$ cat config.mk
export PLATFORM = sky130hd
export DESIGN_NAME = dac_dwa_decoder
export DESIGN_NICKNAME = d
export VERILOG_FILES = /design/src/rtl/dac_pkg.sv /design/src/rtl/dac_therm_decode.sv /design/src/rtl/dac_dwa_decoder.sv
export SDC_FILE = /design/constraint.sdc
export NUM_CORES = 1
export LEC_CHECK = 0
export ABC_AREA = 1
export BUFFER_PORTS_ARGS = -buffer_cell sky130_fd_sc_hd__buf_2
export CAP_MARGIN = 40
export CORE_ASPECT_RATIO = 2
export CORE_UTILIZATION = 30
export CTS_BUF_LIST = sky130_fd_sc_hd__clkbuf_8
export CTS_CLUSTER_SIZE = 28
export DETAILED_ROUTE_END_ITERATION = 6
export GPL_TIMING_DRIVEN = 0
export PLACE_DENSITY = 0.6
export RECOVER_POWER = 100
export SLEW_MARGIN = 20
export SYNTH_ARGS = -nofsm -noshare
export SYNTH_HDL_FRONTEND = slang
export SYNTH_HIERARCHICAL = 1
export SYNTH_SLANG_ARGS = --single-unit
$ cat constraint.sdc
create_clock -name clk -period 2.2 [get_ports clk]
set_clock_uncertainty 0.15 [all_clocks]
set_input_delay 0.22 -clock clk [delete_from_list [all_inputs] [get_ports clk]]
set_output_delay 0.22 -clock clk [all_outputs]
set_load 0.01 [all_outputs]
$ cat src/rtl/dac_pkg.sv
// Shared types and helpers for the unary DAC decoder path.
// Holds the mode encoding and the unit-count function.
package dac_pkg;

    typedef enum logic [1:0] {
        DAC_MODE_THERM = 2'b00,
        DAC_MODE_DWA   = 2'b01
    } dac_mode_e;

    function automatic int units(input int n);
        return (1 << n) - 1;
    endfunction

endpackage

$ cat src/rtl/dac_therm_decode.sv
// Combinational binary-to-thermometer decode.
// Bit k is set when the code exceeds k.
module dac_therm_decode
    import dac_pkg::*;
#(
    parameter  int N_BITS = 3,
    localparam int M      = units(N_BITS)
) (
    input  logic [N_BITS-1:0] b_in,
    output logic [M-1:0]      therm_o
);

    always_comb begin
        therm_o = '0;
        for (int k = 0; k < M; k++) begin
            therm_o[k] = (32'(b_in) > 32'(k));
        end
    end

endmodule

$ cat src/rtl/dac_dwa_decoder.sv
// Registered thermometer decoder with optional data-weighted averaging.
// DWA rotates the base pattern by a running start pointer.
module dac_dwa_decoder
    import dac_pkg::*;
#(
    parameter  int N_BITS = 3,
    localparam int M      = units(N_BITS),
    localparam int PW     = $clog2(M)
) (
    input  logic              clk,
    input  logic              rst_n,
    input  logic              en_i,
    input  logic [1:0]        mode_i,
    input  logic              clr_ptr_i,
    input  logic [N_BITS-1:0] b_in,
    output logic [M-1:0]      t_out,
    output logic              valid_o,
    output logic [PW-1:0]     ptr_o
);

    logic          dwa;
    logic [PW-1:0] ptr_q;
    logic [PW-1:0] p_eff;
    logic [PW-1:0] ptr_nxt;
    logic [PW:0]   sum;
    logic [PW:0]   sum_w;
    logic [M-1:0]  base;
    logic [2*M-1:0] dbl;
    logic [M-1:0]  rot;

    assign dwa = (mode_i == DAC_MODE_DWA);

    dac_therm_decode #(
        .N_BITS (N_BITS)
    ) u_therm (
        .b_in    (b_in),
        .therm_o (base)
    );

    // A clear in the same edge makes the sample start at unit 0
    assign p_eff = (dwa && !clr_ptr_i) ? ptr_q : '0;

    // Rotating a doubled copy keeps the rotate a single shift
    assign dbl = {base, base} << p_eff;
    assign rot = dbl[2*M-1:M];

    always_comb begin
        sum   = (PW+1)'(p_eff) + (PW+1)'(b_in);
        sum_w = sum;
        if (sum >= (PW+1)'(M)) begin
            sum_w = sum - (PW+1)'(M);
        end
        ptr_nxt = sum_w[PW-1:0];
    end

    always_ff @(posedge clk or negedge rst_n) begin
        if (!rst_n) begin
            t_out   <= '0;
            valid_o <= 1'b0;
            ptr_q   <= '0;
        end else begin
            valid_o <= en_i;
            if (en_i) begin
                t_out <= rot;
            end
            if (en_i && dwa) begin
                ptr_q <= ptr_nxt;
            end else if (clr_ptr_i) begin
                ptr_q <= '0;
            end
        end
    end

    assign ptr_o = ptr_q;

endmodule

==> results of run 1 <==
## worst paths after layout
kind | end | slack (ns) | cells after the start
max in group asynchronous | t_out[5]$_DFFE_PN0P_ | 1.19 | 2
min in group asynchronous | t_out[6]$_DFFE_PN0P_ | 0.34 | 2
max reg2reg | ptr_o[1]$_DFFE_PN0P_ | 0.18 | 10
min reg2reg | t_out[5]$_DFFE_PN0P_ | 0.32 | 2
max | ptr_o[1]$_DFFE_PN0P_ | 0.18 | 10
min | ptr_o[0]$_DFFE_PN0P_ | 0.24 | 4
## repair_timing
item                       CTS  global route
hold buffers                 2             0
setup endpoints to repair    0             3
gates resized for setup      0             1
hold endpoints to repair    12             0
## Yosys cell counts (all sizes together) (2+ instances only)
cell / number
inv: 24
dfrtp: 11
o211ai: 6
nand2: 48
ha: 4
nor2: 6
nand3: 39
nand4: 2
clkbuf: 2
## power by group through the flow
stage / clock network (uW) / registers [uW] / logic [uW]
after floorplan: 0 / 242 / 75.0
after global placement: 0 / 233 / 130
after detailed placement: 0 / 234 / 131
after CTS: 196 / 231 / 134
after global routing: 210 / 233 / 145
final: 188 / 231 / 127
## stage by stage
stage          instance area [um^2]  hold WS, ns  std cells  worst slack [ns]  TNS [ns]
6_report                       1170        0.242        203             0.182         0
5_1_grt                        1170        0.277        203           0.00936         0
4_1_cts                        1180        0.240        203            0.0135         0
3_5_place_dp                   1120      -0.0518        197           -0.0106   -0.0176
3_3_place_gp                   1120      -0.0514        197           -0.0251   -0.0443
2_1_floorplan                   983       -0.226        147             0.286         0
## worst max-delay path: stages, from the launching register on
cell     delay (ns)
dfrtp_1        0.44
nand3_4        0.18
nand2_1        0.07
nand2_1        0.09
inv_1          0.05
ha_1           0.30
ha_1           0.22
nand3_1        0.15
nand3_1        0.10
nand3_1        0.11
nand2_1        0.05
## sequential cells by signal, indices dropped and copies added, names as in the netlist
register / count
ptr_o: 3
t_out: 7
valid_o: 1
## layout make-up
type	instances	area, um^2	share of cell area [%]
clock inverters	1	3.75	0.322
repair buffers	21	98.8	8.48
flip-flops and latches	11	275	23.6
plain buffers	3	18.8	1.61
clock buffers	3	41.3	3.54
multi-input cells	108	596	51.1
well taps	31	38.8	3.33
inverters	25	93.8	8.05
## routing by layer
metal	vias up	part of all wire (%)	GRT usage (%)	wire (um)
li1	530	-	-	-
met5	-	0	0	0
met2	31	58	29.1	1320
met3	8	3.4	2.61	76
met1	457	33	13.0	758
met4	0	4.7	6.82	106
## layout by cell type (no fill, tap or decap), drive strengths merged
| master | count |
|---|---|
| o21ai | 1 |
| o211ai | 6 |
| nor3 | 1 |
| nand4 | 2 |
| or2 | 1 |
| nor2 | 6 |
| nand3 | 39 |
| buf | 7 |
| ha | 4 |
| nand2 | 48 |
| inv | 26 |
| dlygate4sd3 | 2 |
| dfrtp | 11 |
| clkbuf | 18 |
## kinds of logic after synthesis
kind of cell             share of synthesized area (%)
buffers and inverters                             11.5
AO/OA/AOI/OAI                                     8.14
AND/OR/NAND/NOR                                   47.3
flip-flops                                        28.0
adder cells (fa/ha/maj)                           5.09
==> run_results.csv, run 1 <==
group,metric,value,unit
status,outcome,"finished, final reports clean",
power_and_ir_drop,p_seq_share,42.3,%
global_routing,overflow,0,
clock_tree,clock-sinks,11,
clock_tree,cts_made_buffers,3,
synth,synthDistinctLibCells,18,
floorplanning,pin_count,20,
detailed_routing,dr_total_vias,1026,
synth,synth_area_leaders,"dfrtp_1 (28%), nand3_1 (19%), nand2_1 (16%), inv_1 (8.0%), o211ai_2 (7.6%)",
setup_path,crit_fanout,9,
sta,period_share,91.7,%
power_and_ir_drop,p_leak,0.000657,uW
setup_path,cp.required,2.17,ns
power_and_ir_drop,combPwrFrac,23.2,%
floorplanning,initial_core_util,31.2,%
synth,ys_ff_latch,11,
synth,synthCells,147,
synth,avgSynthCellArea,6.69,um^2
power_and_ir_drop,intPower,388,uW
power_and_ir_drop,p_total,545,uW
sta,clock.fmax,0.496,GHz
synth,synth_top_cell_area_share,28.0,%
run,maxCapViolations,0,
sta,setup_viol,0,
power_and_ir_drop,clkPwrFrac,34.4,%
detailed_routing,routed_wl,2270,um
cells_and_area,antenna_cells,0,
setup_path,timing.rr.start,"ptr_o[1]$_DFFE_PN0P_",
power_and_ir_drop,powerDensity,467,nW/um^2
sta,worstMarginPinSlew,0.568,ns
min_path,hold_path_class,"in2reg",
floorplanning,die_h,83.0,um
detailed_routing,drt_pass1_iterations,4,
synth,synth_edf_count,0,
clock_tree,clk_latency,0.23,ns
place,gp_congestion,0.852,
detailed_routing,wl_per_cell,11.2,um
floorplanning,core_area,3160,um^2
cells_and_area,fill_cells,367,
cells_and_area,postLayoutCoreUtil,36.9,%
power_and_ir_drop,ir_worst_vdd,0.337,mV
detailed_routing,drt_iter0_drc,32,
synth,syn_area,983,um^2
clock_tree,path_clk_slew,0.05,ns
synth,synthArstFlopShare,100,%
sta,timing.final.max_slew_violations,0,
clock_tree,cts_root_buffer,"clkbuf_8",
global_routing,grt_max_degree,12,
clock_tree,cts_buffer_depth,2,
synth,ys.flop_type,"dfrtp_1",
cells_and_area,nets,186,
floorplanning,die_w,42.5,um
cells_and_area,drive_gt1_share,17.4,%
global_routing,track_usage,14.6,%
setup_path,startpoint_type,"flip-flop",
detailed_routing,antenna_left,0,
global_routing,grt_pass1_vias,1018,
setup_path,cp.arrival,1.99,ns
clock_tree,cts_tree,"built",
sta,rsz0062_at_grt,"no",
sta,hold_viol,0,
floorplanning,rows,29,
detailed_routing,routed_via_density,5.05,
global_routing,antenna_found_initial,0,
floorplanning,dieArea,3520,um^2
sta,slew_headroom,62.1,%
synth,synth_area_leader_cell,"dfrtp_1",
synth,yosysWarnings,6,
power_and_ir_drop,power_switching,157,uW
clock_tree,cts_setup_buffers,0,
setup_path,crit_type,"reg2reg",
place,portBuffers,19,
global_routing,grt_pass1_wl,4070,um
synth,syn_nets,160,
power_and_ir_drop,switching_share,28.9,%
min_path,holdCritStartpoint,"clr_ptr_i",
place,dp_hpwl,1960,um
synth,synth_seq_area_share,28.0,%
sta,fin_crit,2.02,ns
cells_and_area,syn_to_final_growth,18.6,%
setup_path,end_kind,"flip-flop",
clock_tree,cts_htree_levels,1,
detailed_routing,drc,0,
setup_path,timing.critical_path.from,"ptr_o[1]$_DFFE_PN0P_",
No activity file was read; power rests on OpenSTA's default activity.
==> inputs of run 2 (changes only) <==
PLACE_DENSITY = default   (was 0.6)
PLACE_DENSITY_LB_ADDON = 0.15   (was default)
==> run 2 against run 1 <==
Compared with the run above: cell count did not move; setup slack better by 0.0035 ns; global-route usage is 1.0 points higher; register-to-register slack is essentially flat; largest power group unchanged; count of clock-buffer cells in the layout unchanged; flip-flop and latch count unchanged; critical path type unchanged; fmax grew 0.17%.
==> run_results.csv, run 2 (same netlist as run 1, synthesis figures left out) <==
group,metric,value,unit
floorplanning,core_area,3160,um^2
sta,rsz0062_at_grt,"no",
cells_and_area,top_register,"t_out",
clock_tree,cts_buffer_depth,2,
setup_path,crit_slowest_cell,"dfrtp_1",
setup_path,cp.arrival,1.99,ns
min_path,hold_path_class,"in2reg",
sta,timing.final.max_slew_violations,0,
setup_path,cp_top_family,"adder cells",
floorplanning,die_h,83.0,um
cells_and_area,final_common_cell,"nand2_1",
detailed_routing,drc,0,
sta,finalSetupTns,0,ns
sta,period_share,91.6,%
clock_tree,cts_root_buffer,"clkbuf_8",
power_and_ir_drop,p_leak,0.000662,uW
sta,setup_viol,0,
setup_path,startpoint_type,"flip-flop",
floorplanning,die_w,42.5,um
detailed_routing,routed_wl,2470,um
setup_path,end_kind,"flip-flop",
clock_tree,clk_latency,0.24,ns
global_routing,grt_pass1_vias,1031,
detailed_routing,routed_via_density,5.02,
global_routing,overflow,0,
floorplanning,rows,29,
detailed_routing,wl_per_cell,12.2,um
run,maxCapViolations,0,
detailed_routing,highest_layer,"met4",
global_routing,grt_max_degree,12,
sta,fin_crit,2.01,ns
sta,slew_headroom,61.3,%
place,preCtsSetupSlack,-0.0545,ns
sta,hold_viol,0,
floorplanning,pin_count,20,
cells_and_area,syn_to_final_growth,19.3,%
setup_path,cp_cell_sequence,"nand2_2 -> inv_2 -> ha_1 -> ha_1 -> ha_1 -> nand3_1 -> nand2_1 -> nand2_1 -> nand3_1 -> nand2_1",
setup_path,cp.required,2.18,ns
detailed_routing,drt_pass1_iterations,4,
clock_tree,cts_htree_levels,1,
floorplanning,initial_core_util,31.2,%
sta,worstMarginPinSlew,0.581,ns
clock_tree,clock-sinks,11,
status,outcome,"finished, final reports clean",
detailed_routing,antenna_left,0,
cells_and_area,largest_reg_flops,7,
setup_path,crit_fanout,5,
cells_and_area,nets,186,
global_routing,grt_pass1_wl,4310,um
setup_path,path_buf_inv,1,
detailed_routing,drt_iter0_drc,18,
sta,fin_hold_ws,0.230,ns
detailed_routing,dr_wl_met3,63,um
power_and_ir_drop,ir_worst_vdd,0.376,mV
detailed_routing,wl_met1,795,um
sta,clock.fmax,0.496,GHz
global_routing,antenna_found_initial,0,
power_and_ir_drop,powerDensity,475,nW/um^2
detailed_routing,dr_wl_met2,1540,um
clock_tree,path_clk_slew,0.05,ns
cells_and_area,drive_gt1_share,19.8,%
clock_tree,cts_made_buffers,3,
setup_path,crit_type,"reg2reg",
floorplanning,dieArea,3520,um^2
cells_and_area,antenna_cells,0,
clock_tree,cts_tree,"built",
place,dp_hpwl,2180,um
place,portBuffers,19,
setup_path,critPathMaxStageDelay,0.41,ns
cells_and_area,final_cell_mix,"nand2_1 (42), nand3_1 (38), inv_1 (22), clkbuf_1 (13), dfrtp_1 (10)",
place,gp_congestion,0.844,
detailed_routing,dr_total_vias,1019,
global_routing,track_usage,15.6,%
sta,setup_slack,0.185,ns
==> run 2: through the flow <==
stage | power [uW] | instance area (um^2) | cells | utilization (%)
3_3_place_gp | 364 | 1120 | 197 | 35.4
3_5_place_dp | 367 | 1120 | 197 | 35.4
2_1_floorplan | 317 | 983 | 147 | -
4_1_cts | 569 | 1180 | 203 | 37.5
6_report | 558 | 1170 | 203 | 37.2
5_1_grt | 593 | 1170 | 203 | 37.2
==> run 2: path summary, 6_finish.rpt <==
| path | startpoint | endpoint | slack [ns] | cells past startpoint |
|---|---|---|---|---|
| setup / recovery | ptr_o[0]$_DFFE_PN0P_ | ptr_o[1]$_DFFE_PN0P_ | 0.19 | 10 |
| hold / removal | clr_ptr_i | ptr_o[2]$_DFFE_PN0P_ | 0.23 | 4 |
| setup reg to reg | ptr_o[0]$_DFFE_PN0P_ | ptr_o[1]$_DFFE_PN0P_ | 0.19 | 10 |
| hold reg to reg | t_out[0]$_DFFE_PN0P_ | t_out[0]$_DFFE_PN0P_ | 0.32 | 2 |
| max in group asynchronous | rst_n | ptr_o[1]$_DFFE_PN0P_ | 1.15 | 2 |
| min in group asynchronous | rst_n | valid_o$_DFF_PN0_ | 0.34 | 2 |
==> run 2: what timing repair did <==
item / in CTS / in global routing
gates resized for setup: 1 / 2
setup endpoints to repair: 2 / 2
hold buffers: 2 / 0
pin swaps: 0 / 0
buffers inserted: 0 / 0
hold endpoints to repair: 12 / 0
==> run 2: final cells by class <==
class                   instances  area, um^2
plain buffers                   3        18.8
clock buffers                   3        41.3
clock inverters                 1        3.75
fillers                       370        1980
inverters                      25        95.1
multi-input cells             108         598
flip-flops and latches         11         277
well taps                      31        38.8
repair buffers                 21         101
==> run 2: where the power goes <==
part | total, uW | internal (uW) | switching, uW | leakage [uW]
logic | 129 | 46.8 | 82.3 | 0.000499
clock network | 197 | 122 | 75.0 | 0.0000269
registers | 231 | 220 | 11.1 | 0.000136
==> run 2: routing by layer <==
layer / vias to the layer above / global-route usage [%]
li1: 530 / -
met1: 462 / 13.2
met2: 20 / 33.0
met3: 7 / 2.61
met4: 0 / 5.11
met5: - / 0
==> run 2: worst reg2reg max path, stage by stage, from the launching register on <==
cell and delay (ns):
dfrtp_1 0.41, nand2_2 0.14, inv_2 0.08, ha_1 0.20
ha_1 0.30, ha_1 0.17, nand3_1 0.14, nand2_1 0.12
nand2_1 0.06, nand3_1 0.08, nand2_1 0.05
==> inputs of run 3 (changes only) <==
ABC_AREA = default   (was 1)
CORE_MARGIN = 2   (was default)
==> run 3 against run 2 <==
Compared with the run above: sequential power about the same; routed wire length grew 16%; non-clock buffer count rose by 11; count of clock-buffer cells in the layout is the same; critical path type unchanged; critical endpoint is now ptr_o[0]$_DFFE_PN0P_; largest cell class unchanged; largest power group unchanged.
==> run_results.csv, run 3 <==
group,metric,value,unit
power_and_ir_drop,clkPwrFrac,33.2,%
detailed_routing,routed_via_density,5.72,
sta,fin_crit,2.11,ns
power_and_ir_drop,p_leak,0.000546,uW
clock_tree,cts_buffer_depth,2,
synth,syn_nets,129,
detailed_routing,dr_wl_met2,1710,um
clock_tree,clock-sinks,11,
sta,hold_viol,0,
place,gp_congestion,0.829,
power_and_ir_drop,switching_share,29.1,%
synth,synth_area_leaders,"dfrtp_1 (27%), o211ai_1 (8.7%), mux2i_1 (5.8%), ha_1 (4.9%), mux2_2 (4.4%)",
clock_tree,clk_latency,0.23,ns
sta,clock.fmax,0.474,GHz
detailed_routing,highest_layer,"met4",
clock_tree,path_clk_slew,0.05,ns
detailed_routing,wl_per_cell,16.0,um
detailed_routing,drt_pass1_iterations,4,
synth,synth_top_cell_area_share,26.7,%
cells_and_area,drive_gt1_share,25.9,%
power_and_ir_drop,p_seq_share,39.4,%
detailed_routing,drc,0,
cells_and_area,largest_reg_flops,7,
synth,synthArstFlopShare,100,%
synth,ys_ff_latch,11,
setup_path,reg2reg_setup_slack,0.09,ns
setup_path,r2r_cells,8,
floorplanning,rows,30,
setup_path,crit_type,"reg2reg",
place,dp_hpwl,2300,um
clock_tree,cts_tree,"built",
cells_and_area,fin_area,1330,um^2
min_path,holdCritStartpoint,"en_i",
cells_and_area,syn_to_final_growth,28.9,%
synth,synthCells,116,
clock_tree,cts_root_buffer,"clkbuf_8",
synth,syn_area,1030,um^2
sta,period_share,96.0,%
synth,synth_seq_area_share,26.7,%
floorplanning,pin_count,20,
synth,yosysWarnings,6,
min_path,hold_path_class,"in2reg",
sta,slew_headroom,60.9,%
synth,synthDistinctLibCells,40,
sta,setup_viol,0,
min_path,hold_end,"valid_o$_DFF_PN0_",
detailed_routing,dr_wl_met3,65,um
sta,timing.final.max_slew_violations,0,
cells_and_area,final_common_cell,"clkbuf_1",
detailed_routing,routed_wl,2870,um
detailed_routing,drt_iter0_drc,12,
place,portBuffers,19,
synth,synth_edf_count,0,
status,outcome,"finished, final reports clean",
setup_path,cp.arrival,2.07,ns
synth,yosysMostFrequentCell,"o211ai_1",
clock_tree,cts_htree_levels,1,
cells_and_area,final_cell_mix,"clkbuf_1 (15), o211ai_1 (12), inv_1 (11), dfrtp_1 (10), buf_4 (10)",
global_routing,overflow,0,
synth,avgSynthCellArea,8.89,um^2
global_routing,track_usage,15.9,%
synth,synth_area_leader_cell,"dfrtp_1",
setup_path,crit_fanout,5,
power_and_ir_drop,powerDensity,438,nW/um^2
sta,worstMarginPinSlew,0.586,ns
clock_tree,cts_made_buffers,3,
power_and_ir_drop,intPower,412,uW
floorplanning,initial_core_util,30.9,%
floorplanning,dieArea,3950,um^2
global_routing,antenna_found_initial,0,
synth,yosys-top-cells-count,"o211ai_1 (12), dfrtp_1 (11), inv_1 (10)",
setup_path,startpoint_type,"flip-flop",
global_routing,grt_max_degree,12,
cells_and_area,fill_cells,354,
setup_path,cp.required,2.16,ns
setup_path,timing.rr.start,"ptr_o[0]$_DFFE_PN0P_",
global_routing,grt_pass1_wl,4600,um
floorplanning,die_h,86.9,um
power_and_ir_drop,combPwrFrac,27.4,%
sta,rsz0062_at_grt,"yes",
floorplanning,die_w,45.5,um
detailed_routing,antenna_left,0,
cells_and_area,antenna_cells,0,
power_and_ir_drop,p_total,582,uW
setup_path,r2r_end,"ptr_o[0]$_DFFE_PN0P_",
run,maxCapViolations,0,
power_and_ir_drop,ir_worst_vdd,0.286,mV
global_routing,grt_pass1_vias,1067,
detailed_routing,wl_met1,930,um
detailed_routing,dr_total_vias,1024,
floorplanning,core_area,3340,um^2
power_and_ir_drop,power_switching,169,uW
cells_and_area,top_register,"t_out",
cells_and_area,nets,161,
setup_path,end_kind,"flip-flop",
min_path,worstHoldPathCells,1,
synth,ys.flop_type,"dfrtp_1",
place,placed_area,1180,um^2
-- run 3: cell count changes in the layout (fill, tap and decap cells not counted), sizes merged, moves of 5 or more --
cell and change:
inv -14, nand3 -35, o211ai +6, mux2i +6, o221ai +5, nand3b +5
nand2 -43, buf +9
-- run 3: how the worst max path moves through the flow --
stage,slack [ns],cells past startpoint,from,to
final,0.09,8,ptr_o[0]$_DFFE_PN0P_,ptr_o[0]$_DFFE_PN0P_
after global routing,-0.01,8,ptr_o[0]$_DFFE_PN0P_,ptr_o[0]$_DFFE_PN0P_
after CTS,-0.02,9,ptr_o[1]$_DFFE_PN0P_,ptr_o[1]$_DFFE_PN0P_
after detailed placement,-0.39,11,clr_ptr_i,ptr_o[1]$_DFFE_PN0P_
after global placement,-0.41,11,clr_ptr_i,ptr_o[1]$_DFFE_PN0P_
after floorplan,-0.16,10,ptr_o[1]$_DFFE_PN0P_,ptr_o[1]$_DFFE_PN0P_
-- run 3: kinds of logic after synthesis --
logic type / share of synthesized area [%]
compound gates: 25.4
simple gates: 21.1
buf+inv: 7.89
mux: 12.4
flops: 26.7
fa+ha+maj: 4.85
xor+xnor: 1.70
-- run 3: metrics by stage --
stage	utilization [%]	std cells	TNS (ns)	hold WS [ns]	worst slack [ns]
finish	39.8	179	0	0.0701	0.0885
global route	39.8	179	-0.0173	0.0761	-0.0125
CTS	39.6	175	-0.0262	0.0234	-0.0151
floorplan	-	116	-0.314	-0.226	-0.160
global placement	35.3	167	-1.00	-0.0554	-0.413
detailed placement	35.3	167	-0.937	-0.0477	-0.388
-- run 3: timing repair --
action,in CTS,in global routing
gates resized for setup,11,1
setup buffers,6,5
hold buffers,1,0
pin swaps,6,5
setup endpoints to repair,3,3
endpoints found under the hold margin,11,0
-- run 3: area by class of cell --
| class | count | area, um^2 | share of cell area, % |
|---|---|---|---|
| clock inverter | 1 | 3.75 | 0.282 |
| timing repair buffer | 31 | 170 | 12.8 |
| clock buffer | 3 | 41.3 | 3.11 |
| inverter | 10 | 37.5 | 2.82 |
| buffer | 4 | 15.0 | 1.13 |
| sequential | 11 | 277 | 20.8 |
| multi-input combinational | 87 | 744 | 56.0 |
| tap | 32 | 40.0 | 3.01 |
-- run 3: power by group through the flow --
stage          Sequential, uW  Clock (uW)  Combinational (uW)
3_5_place_dp              234           0                 143
5_1_grt                   232         207                 179
6_report                  229         193                 159
4_1_cts                   229         200                 163
2_1_floorplan             242           0                77.8
3_3_place_gp              234           0                 141
-- run 3: critical path: stages, from the launching register on --
cell,delay [ns]
dfrtp_2,0.40
and4bb_4,0.23
ha_4,0.18
ha_4,0.26
ha_4,0.16
o21a_1,0.18
o21a_1,0.20
o21ai_1,0.14
nand3_1,0.09
-- run 3: metal layers --
metal / vias to the layer above / track usage (%)
li1: 499 / -
met1: 492 / 13.2
met2: 21 / 30.1
met3: 12 / 3.32
met4: 0 / 11.2
met5: - / 0
